$ cat config.mk
export PLATFORM = sky130hd
export DESIGN_NAME = sprite_fetch_arbiter
export DESIGN_NICKNAME = d
export VERILOG_FILES = /design/src/rtl/sprite_fetch_arbiter.sv
export SDC_FILE = /design/constraint.sdc
export NUM_CORES = 1
export LEC_CHECK = 0
export BUFFER_PORTS_ARGS = -buffer_cell sky130_fd_sc_hd__buf_2
export CAP_MARGIN = 15
export CORE_ASPECT_RATIO = 1.1
export CORE_MARGIN = 1
export CORE_UTILIZATION = 50
export DETAILED_ROUTE_END_ITERATION = 16
export GPL_ROUTABILITY_DRIVEN = 1
export PLACE_DENSITY = 0.85
export SLEW_MARGIN = 20
export SYNTH_ARGS = -nofsm -noshare
export SYNTH_HDL_FRONTEND = slang
export SYNTH_SLANG_ARGS = --single-unit
$ cat constraint.sdc
create_clock -name Clk -period 5.2 [get_ports Clk]
set_input_delay 0.52 -clock Clk [delete_from_list [all_inputs] [get_ports Clk]]
set_output_delay 0.52 -clock Clk [all_outputs]
set_load 0.02 [all_outputs]
$ cat src/rtl/sprite_fetch_arbiter.sv
// sprite_fetch_arbiter
// Shares one read port of the sprite colour RAM between NUM_REQ pixel-pipeline
// requesters. Arbitration is round-robin, and a requester can hold locked bursts
// of up to MAX_BURST grants. Every issued read carries a one-hot requester tag
// through a RAM_LAT+1 deep pipeline, so the returned word reaches the requester
// that asked for it.
//
// Optional feature: define SPRITE_ARB_PRIO0_EN to give requester 0 (Pac-Man)
// absolute priority. When it is defined, req[0] wins every cycle and pre-empts
// any other owner's burst. When it is undefined, arbitration is pure round-robin.
//
// Latency: gnt in cycle C -> ram_rd/ram_addr in C+1 -> ram_data in C+1+RAM_LAT
//          -> rd_valid/rd_data in C+2+RAM_LAT.

module sprite_fetch_arbiter #(
    parameter int NUM_REQ   = 4,
    parameter int ADDR_W    = 12,
    parameter int DATA_W    = 24,
    parameter int RAM_LAT   = 1,
    parameter int MAX_BURST = 26
) (
    input  logic                      Clk,
    input  logic                      Reset,
    input  logic [NUM_REQ-1:0]        req,
    input  logic [NUM_REQ-1:0]        lock,
    input  logic [NUM_REQ*ADDR_W-1:0] addr_in,
    output logic [NUM_REQ-1:0]        gnt,
    output logic [ADDR_W-1:0]         ram_addr,
    output logic                      ram_rd,
    input  logic [DATA_W-1:0]         ram_data,
    output logic [NUM_REQ-1:0]        rd_valid,
    output logic [DATA_W-1:0]         rd_data
);

    localparam int IDX_W = $clog2(NUM_REQ);
    localparam int CNT_W = $clog2(MAX_BURST + 1);
    localparam int TAG_D = RAM_LAT + 1;

    typedef enum logic [0:0] {
        S_IDLE  = 1'b0,
        S_BURST = 1'b1
    } state_t;

    // Arbitration state. In BURST, r_ptr also names the burst owner, because
    // the pointer always moves to the most recent winner.
    state_t             r_state;
    state_t             w_state_nxt;
    logic [IDX_W-1:0]   r_ptr;
    logic [IDX_W-1:0]   w_ptr_nxt;
    logic [CNT_W-1:0]   r_count;
    logic [CNT_W-1:0]   w_count_nxt;

    // Arbitration decision for the current cycle
    logic               w_cont;
    logic               w_prio;
    logic               w_any;
    logic [IDX_W-1:0]   w_winner;
    logic [IDX_W:0]     w_cand;
    logic [NUM_REQ-1:0] w_gnt;
    logic [ADDR_W-1:0]  w_sel_addr;

    // RAM issue and return registers
    logic [ADDR_W-1:0]  r_ram_addr;
    logic               r_ram_rd;
    logic [NUM_REQ-1:0] r_rd_valid;
    logic [DATA_W-1:0]  r_rd_data;

    // Tag pipeline: stage k holds the requester whose read was issued k+1 cycles ago
    logic [NUM_REQ-1:0] r_tag_id [TAG_D];
    logic [TAG_D-1:0]   r_tag_v;

    // Arbitration state register
    always_ff @(posedge Clk) begin
        if (Reset) begin
            r_state <= S_IDLE;
            r_ptr   <= IDX_W'(NUM_REQ - 1);
            r_count <= {CNT_W{1'b0}};
        end else begin
            r_state <= w_state_nxt;
            r_ptr   <= w_ptr_nxt;
            r_count <= w_count_nxt;
        end
    end

    // Winner selection and next-state: burst continuation, else round-robin search
    always_comb begin
        w_cont = (r_state == S_BURST) && req[r_ptr] && lock[r_ptr] &&
                 (r_count < CNT_W'(MAX_BURST));

`ifdef SPRITE_ARB_PRIO0_EN
        // Requester 0 wins whenever it asks, unless it is already the continuing owner
        w_prio = req[0] && !(w_cont && (r_ptr == {IDX_W{1'b0}}));
`else
        w_prio = 1'b0;
`endif

        w_any    = 1'b0;
        w_winner = r_ptr;
        w_cand   = {(IDX_W+1){1'b0}};

        if (w_prio) begin
            w_any    = 1'b1;
            w_winner = {IDX_W{1'b0}};
        end else if (w_cont) begin
            w_any    = 1'b1;
            w_winner = r_ptr;
        end else begin
            // The loop runs from the farthest candidate to the nearest one, so the
            // last match is the first requester after the pointer. The current
            // pointer is searched last.
            for (int k = NUM_REQ; k >= 1; k--) begin
                w_cand = {1'b0, r_ptr} + (IDX_W+1)'(k);
                if (w_cand >= (IDX_W+1)'(NUM_REQ)) begin
                    w_cand = w_cand - (IDX_W+1)'(NUM_REQ);
                end else begin
                    w_cand = w_cand;
                end
                if (req[w_cand[IDX_W-1:0]]) begin
                    w_any    = 1'b1;
                    w_winner = w_cand[IDX_W-1:0];
                end else begin
                    w_any    = w_any;
                    w_winner = w_winner;
                end
            end
        end

        if (w_any) begin
            w_ptr_nxt   = w_winner;
            w_count_nxt = (w_cont && !w_prio) ? (r_count + CNT_W'(1)) : CNT_W'(1);
            w_state_nxt = lock[w_winner] ? S_BURST : S_IDLE;
        end else begin
            w_ptr_nxt   = r_ptr;
            w_count_nxt = {CNT_W{1'b0}};
            w_state_nxt = S_IDLE;
        end
    end

    // Grant decode and address mux; the grant is suppressed while Reset is high
    always_comb begin
        w_gnt = {NUM_REQ{1'b0}};
        if (w_any && !Reset) begin
            w_gnt[w_winner] = 1'b1;
        end else begin
            w_gnt = {NUM_REQ{1'b0}};
        end
        w_sel_addr = addr_in[w_winner*ADDR_W +: ADDR_W];
    end

    // RAM issue: register the granted address, and hold the address when idle
    always_ff @(posedge Clk) begin
        if (Reset) begin
            r_ram_rd   <= 1'b0;
            r_ram_addr <= {ADDR_W{1'b0}};
        end else begin
            r_ram_rd <= w_any;
            if (w_any) begin
                r_ram_addr <= w_sel_addr;
            end else begin
                r_ram_addr <= r_ram_addr;
            end
        end
    end

    // Tag pipeline: move each requester ID alongside its read; reset drops in-flight reads
    always_ff @(posedge Clk) begin
        if (Reset) begin
            r_tag_v <= {TAG_D{1'b0}};
            for (int k = 0; k < TAG_D; k++) begin
                r_tag_id[k] <= {NUM_REQ{1'b0}};
            end
        end else begin
            r_tag_v[0]  <= w_any;
            r_tag_id[0] <= w_gnt;
            for (int k = 1; k < TAG_D; k++) begin
                r_tag_v[k]  <= r_tag_v[k-1];
                r_tag_id[k] <= r_tag_id[k-1];
            end
        end
    end

    // Return stage: capture RAM data when the final tag is valid, and strobe its owner
    always_ff @(posedge Clk) begin
        if (Reset) begin
            r_rd_valid <= {NUM_REQ{1'b0}};
            r_rd_data  <= {DATA_W{1'b0}};
        end else begin
            if (r_tag_v[TAG_D-1]) begin
                r_rd_valid <= r_tag_id[TAG_D-1];
                r_rd_data  <= ram_data;
            end else begin
                r_rd_valid <= {NUM_REQ{1'b0}};
                r_rd_data  <= r_rd_data;
            end
        end
    end

    assign gnt      = w_gnt;
    assign ram_addr = r_ram_addr;
    assign ram_rd   = r_ram_rd;
    assign rd_valid = r_rd_valid;
    assign rd_data  = r_rd_data;

endmodule
=== Yosys cells after proc, flatten, opt, wreduce, memory -nomap -nowiden ===
Memories as Yosys holds them, arrays and structs flattened. A register that Yosys moved wholly into a read port is not among the register bits.
Cells that the tools add are included.
Widths: inputs -> output; s select.

* Bitwise logic cells: 5
* Multiplexer cells: 42
* Order comparisons: 12
* Shift operators: 1
* $mul: 1
* $add $sub $neg: 9
* Divide/modulo/power cells: 0
* Equal/unequal tests: 0
* Reductions and logical operators: 9

{| class="wikitable"
|+ Operator list
! cell !! number
|-
| $shiftx 48x7->12 || 1
|-
| $mux 2 || 13
|-
| $lt 2x3->1 const B || 6
|-
| $mux 1 || 18
|-
| $bmux 1 s2 || 7
|-
| $ge 3x3->1 const B || 4
|-
| $mux 4 || 3
|-
| $sub 2x1->2 const B || 4
|-
| $add 2x2->3 const B || 2
|-
| $add 5x1->5 const B || 1
|-
| $logic_and 1x1->1 || 5
|-
| $lt 5x5->1 const B || 1
|-
| $mul 2x2->4 const B || 1
|-
| $reduce_or 2->1 || 2
|-
| $add 2x1->3 const B || 1
|-
| $add 2x3->3 const B || 1
|-
| $not 1->1 || 3
|-
| $reduce_or 3->1 || 1
|-
| $demux 1 s2 || 1
|-
| $ge 2x1->1 const B || 1
|-
| $or 1x1->1 || 2
|-
| $logic_not 1->1 || 1
|}

* RAM bits: 8
* Register bits: 47
* Bits in latches: 0
* Bits of input ports: 82
* Memories kept: 1
* ROM bits: 0
* Logic and storage cells: 88

{| class="wikitable"
|+ Memories
! name !! depth !! bits a word !! read ports !! clocked after Yosys merged registers in !! write ports !! RTL line !! source
|-
| r_tag_id || 2 || 4 || 2 || 1 || 2 || 69 || <nowiki>logic [NUM_REQ-1:0] r_tag_id [TAG_D];</nowiki>
|}

=== Depth between registers and ports, before layout ===
* Depth in word-level cells: 19
* Mapped depth: 9
* Depth with buffers taken out: 6

=== Least setup slack after synthesis ===
No wires, ideal clock.

* Kind: register to output
* Start point: register r_ptr[0]
* End point: output port gnt[1]
* Path slack: 2.391 ns
* Data arrival time: 2.289 ns
* Stages on the path, launching flop included: 8
* Buffers on the path: 2
* Cell sequence: dfxtp_1 > buf_6 > mux4_2 > nand4_2 > nand4_4 > xnor2_2 > buf_4 > nor3_1

* Longest elaborated chain between the ends: 16
* Elaborated cells on any way between the ends: 52

{| class="wikitable"
|+ RTL lines
! what !! RTL line !! source
|-
| start: declaration || 48 || <nowiki>logic [IDX_W-1:0] r_ptr;</nowiki>
|-
| start signal: assignment || 76 || <nowiki>r_ptr <= IDX_W'(NUM_REQ - 1);</nowiki>
|-
| start signal: assignment || 80 || <nowiki>r_ptr <= w_ptr_nxt;</nowiki>
|-
| $add 2x3->3 || 112 || <nowiki>w_cand = {1'b0, r_ptr} + (IDX_W+1)'(k);</nowiki>
|-
| $ge 3x3->1 / $sub 2x1->2 (equally long branches) || 113, 114 ||
|-
| $mux 2 || 113 || <nowiki>if (w_cand >= (IDX_W+1)'(NUM_REQ)) begin</nowiki>
|-
| $mux 2 || 104 || <nowiki>end else if (w_cont) begin</nowiki>
|-
| $bmux 1 s2 || 118 || <nowiki>if (req[w_cand[IDX_W-1:0]]) begin</nowiki>
|-
| $mux 1 (not written as such) || 118 ||
|-
| $mux 2 (4 in series) || 118 ||
|-
| $mux 2 || 104 ||
|-
| $lt 2x3->1 (not written as such) / $ge 2x1->1 (equally long branches) || 143 || <nowiki>w_gnt[w_winner] = 1'b1;</nowiki>
|-
| $logic_and 1x1->1 (not written as such) || 143 ||
|-
| $mux 1 (not written as such) || 143 ||
|-
| $demux 1 s2 || 143 ||
|-
| $mux 4 (*) || 142 || <nowiki>if (w_any && !Reset) begin</nowiki>
|-
| end: declaration || 27 || <nowiki>output logic [NUM_REQ-1:0] gnt,</nowiki>
|}

Mark *: on every way between the ends. The rest lies on a longest branch, timed or not. The select of a mux whose other input is x is not followed.

=== Worst setup path in the final report ===
* Start point: register r_ptr[0]
* End point: output port gnt[0]

Same word-level chain as after synthesis.

==> impl_results.md <==
* P_leak at 0.00170 uW
* Largest net degree at the start of global routing at 35
* Most common flop cell mapped by yosys: dfxtp_1
* Die X at 71.9 um
* Worst slew margin at 33.4%
* Routed WL at 6350 um
* CP Launch Point: r_ptr[0]
* Final clock skew at 0.00805 ns
* Drt pass-1 iters at 4
* Number of hold violations in the final report at 0
* Worst Setup Start Kind: register
* Number of global-route vias before repair at 2396
* Register Area at 1160 um2
* Die height at 78.9 um
* Post-synth EDFFs at 0
* Netlist Area Pre-Place at 2690 um2
* Global-route wire length before repair at 10400 um
* IO Port Bufs at 126
* Wire length per cell at 13.1 um
* Area leader, netlist: dfxtp_1
* Critical Path AT at 3.15 ns
* Die area at 5680 um2
* Area of the multi-input gates at 1360 um2
* Clock sink count at 58
* R2r worst-path depth at 6
* Cell with the most instances after synthesis: dfxtp_1
* Total power at 1690 uW
* Dpl hpwl at 4630 um
* Max rail drop VDD at 0.000344 V
* Run status: finished clean
* Max FO, Critical Path at 23
* All-layer global routing usage at 23.2%
* Hold_buf cts at 0
* Via density at 5.37
* Finish-stage setup viols at 0
* Reg2Reg Capture Point: r_state
* Postcts setup bufs at 0
* HP Class: reg2reg
* Largest cells by area after synthesis: dfxtp_1 43%, mux2i_1 9.3%, nand3_1 5.0%
* Total gr overflow at 0
* Worst hold slack at 0.419 ns
* Syn avg cell area at 9.18 um2
* WP data required at 4.68 ns
* Worst-Skew Late Latency at 0.32 ns
* Num rows at 27
* Setup TNS at 0 ns
* Initial DRC Count at 91
* CTS tree: done
* Top cells by count, synth: 58 x dfxtp_1, 32 x nor2_1, 27 x nand3_1, 25 x mux2i_1, 17 x inv_1
* Post-synthesis sequential area ratio at 43.2%
* Final #Nets at 493
* Layout cell share with drive strength beyond 1 at 36.8%
* Initial antenna violation count at 0
* Max Root-Sink Buffers at 2
* Hold Crit Depth at 1
* Gate Count Post-Synth at 293
* Top-area cell type share of the netlist area at 43.2%
* H-Tree Depth at 3
* GP Congestion at 0.833
* DRC Markers at 0
* R2r setup slk at 2.02 ns
* Yosys warns at 0
* Diode count at 0
* Slew @ Worst Pin at 0.995 ns
* Fmax at 272 MHz
* Root Driver: clkbuf_8
* TritonCTS Buffers at 9
* Core ar. at 5100 um2
* R2r startpoint: r_ptr[0]
* Via Count at 2606
* Syn nets at 376
* Max-cap violations at 0
* Crit end category: output pin
* Post-synthesis cell type count at 43
* P&R area growth vs syn at 31.0%
* Fillers at 421
* Period Utilization, post-route at 70.6%
* RSZ-0062 raised after global routing: false
* Hold path endpoint: rd_valid[3]
* Hold Path Origin: r_tag_id[1][3]
* Final worst path period need at 3.67 ns
* Antenna viol nets, final at 0
* Yosys reg bits at 58
* Critical path type: reg2out
* Worst-path clk slew at 0.06 ns
* Fraction of registers with async set/reset at 0%
* Pwr dens at 479 nW/um2
* IO Pins at 127
* Resize count post-CTS at 0
* Initial Util at 52.7%
* Final Max Tran Viols at 0
final cells by class:
class                   instances  area share [%]
repair buffers                127            18.1
clock buffers                  11            4.01
inverters                      17            1.81
clock inverters                 3            1.85
flip-flops and latches         58            33.0
well taps                      72            2.56
multi-input cells             197            38.7
power breakdown:
group | switching (uW) | internal, uW | leakage, uW
Clock | 156 | 277 | 0.000105
Combinational | 405 | 275 | 0.00112
Sequential | 49.5 | 523 | 0.000476
state kept, by name, summed over array words and instances, names as in the netlist:
| signal | count |
|---|---|
| r_count | 5 |
| r_ptr | 2 |
| r_state | 1 |
| r_tag_id | 8 |
| r_tag_v | 2 |
| ram_addr | 12 |
| rd_data | 24 |
| rd_valid | 4 |
worst max-delay path by stage:
| stage | end | cells past startpoint |
|---|---|---|
| after floorplan | gnt[1] | 7 |
| after global placement | gnt[1] | 6 |
| after detailed placement | gnt[0] | 6 |
| after CTS | gnt[0] | 6 |
| after global routing | gnt[0] | 6 |
| final | gnt[0] | 6 |
cells by family (layout without fill, tap and decap cells):
kind of cell / after synthesis / in the layout / share of synthesized area, %
XOR/XNOR: 5 / 5 / 2.19
flip-flops: 58 / 58 / 43.2
multiplexers: 29 / 29 / 12.2
AO/OA/AOI/OAI: 48 / 48 / 14.1
AND/OR/NAND/NOR: 114 / 114 / 21.7
adder cells (fa/ha/maj): 1 / 1 / 0.465
buffers and inverters: 38 / 158 / 6.14
metrics by stage:
step | instances | area [um2] | utilization, % | worst slack (ns)
global route | 485 | 3520 | 69.1 | 1.25
global placement | 471 | 3320 | 65.0 | 1.95
detailed placement | 471 | 3320 | 65.0 | 1.87
finish | 485 | 3520 | 69.1 | 1.53
floorplan | 293 | 2690 | - | 2.39
CTS | 485 | 3520 | 69.1 | 1.50
critical path, cell delays in order, from the launching register on:
cell	delay (ns)
dfxtp_1	0.61
mux4_2	0.62
and3_1	0.22
nand3_1	0.64
nand2_1	0.31
nor3_1	0.24
buf_2	0.19
metal layers:
metal,vias up,part of all wire (%),track usage [%]
met2,121,49,40.3
met4,0,1.5,10.4
met3,13,7.0,5.71
li1,1290,-,-
met1,1182,43,27.0
met5,-,0,0
cells in the final DEF, fill, tap and decap left out, drive strengths merged, types with 2 or more instances in the layout:
cell type  Yosys  layout
clkbuf        15      11
nand2         15      15
inv           17      17
mux2i         25      25
o21ai         13      13
nor3b          2       2
nand2b         2       2
xnor2          3       3
nand3         27      27
and3b          2       2
mux4           3       3
buf            6     127
a32o          12      12
and3           2       2
nor3          11      11
a21oi          4       4
nor2          33      33
nor2b          7       7
dfxtp         58      58
o211ai         2       2
and2           5       5
nand4          4       4
bufinv         0       2
o221ai        12      12
xor2           2       2
No activity file was read; power rests on OpenSTA's default activity.
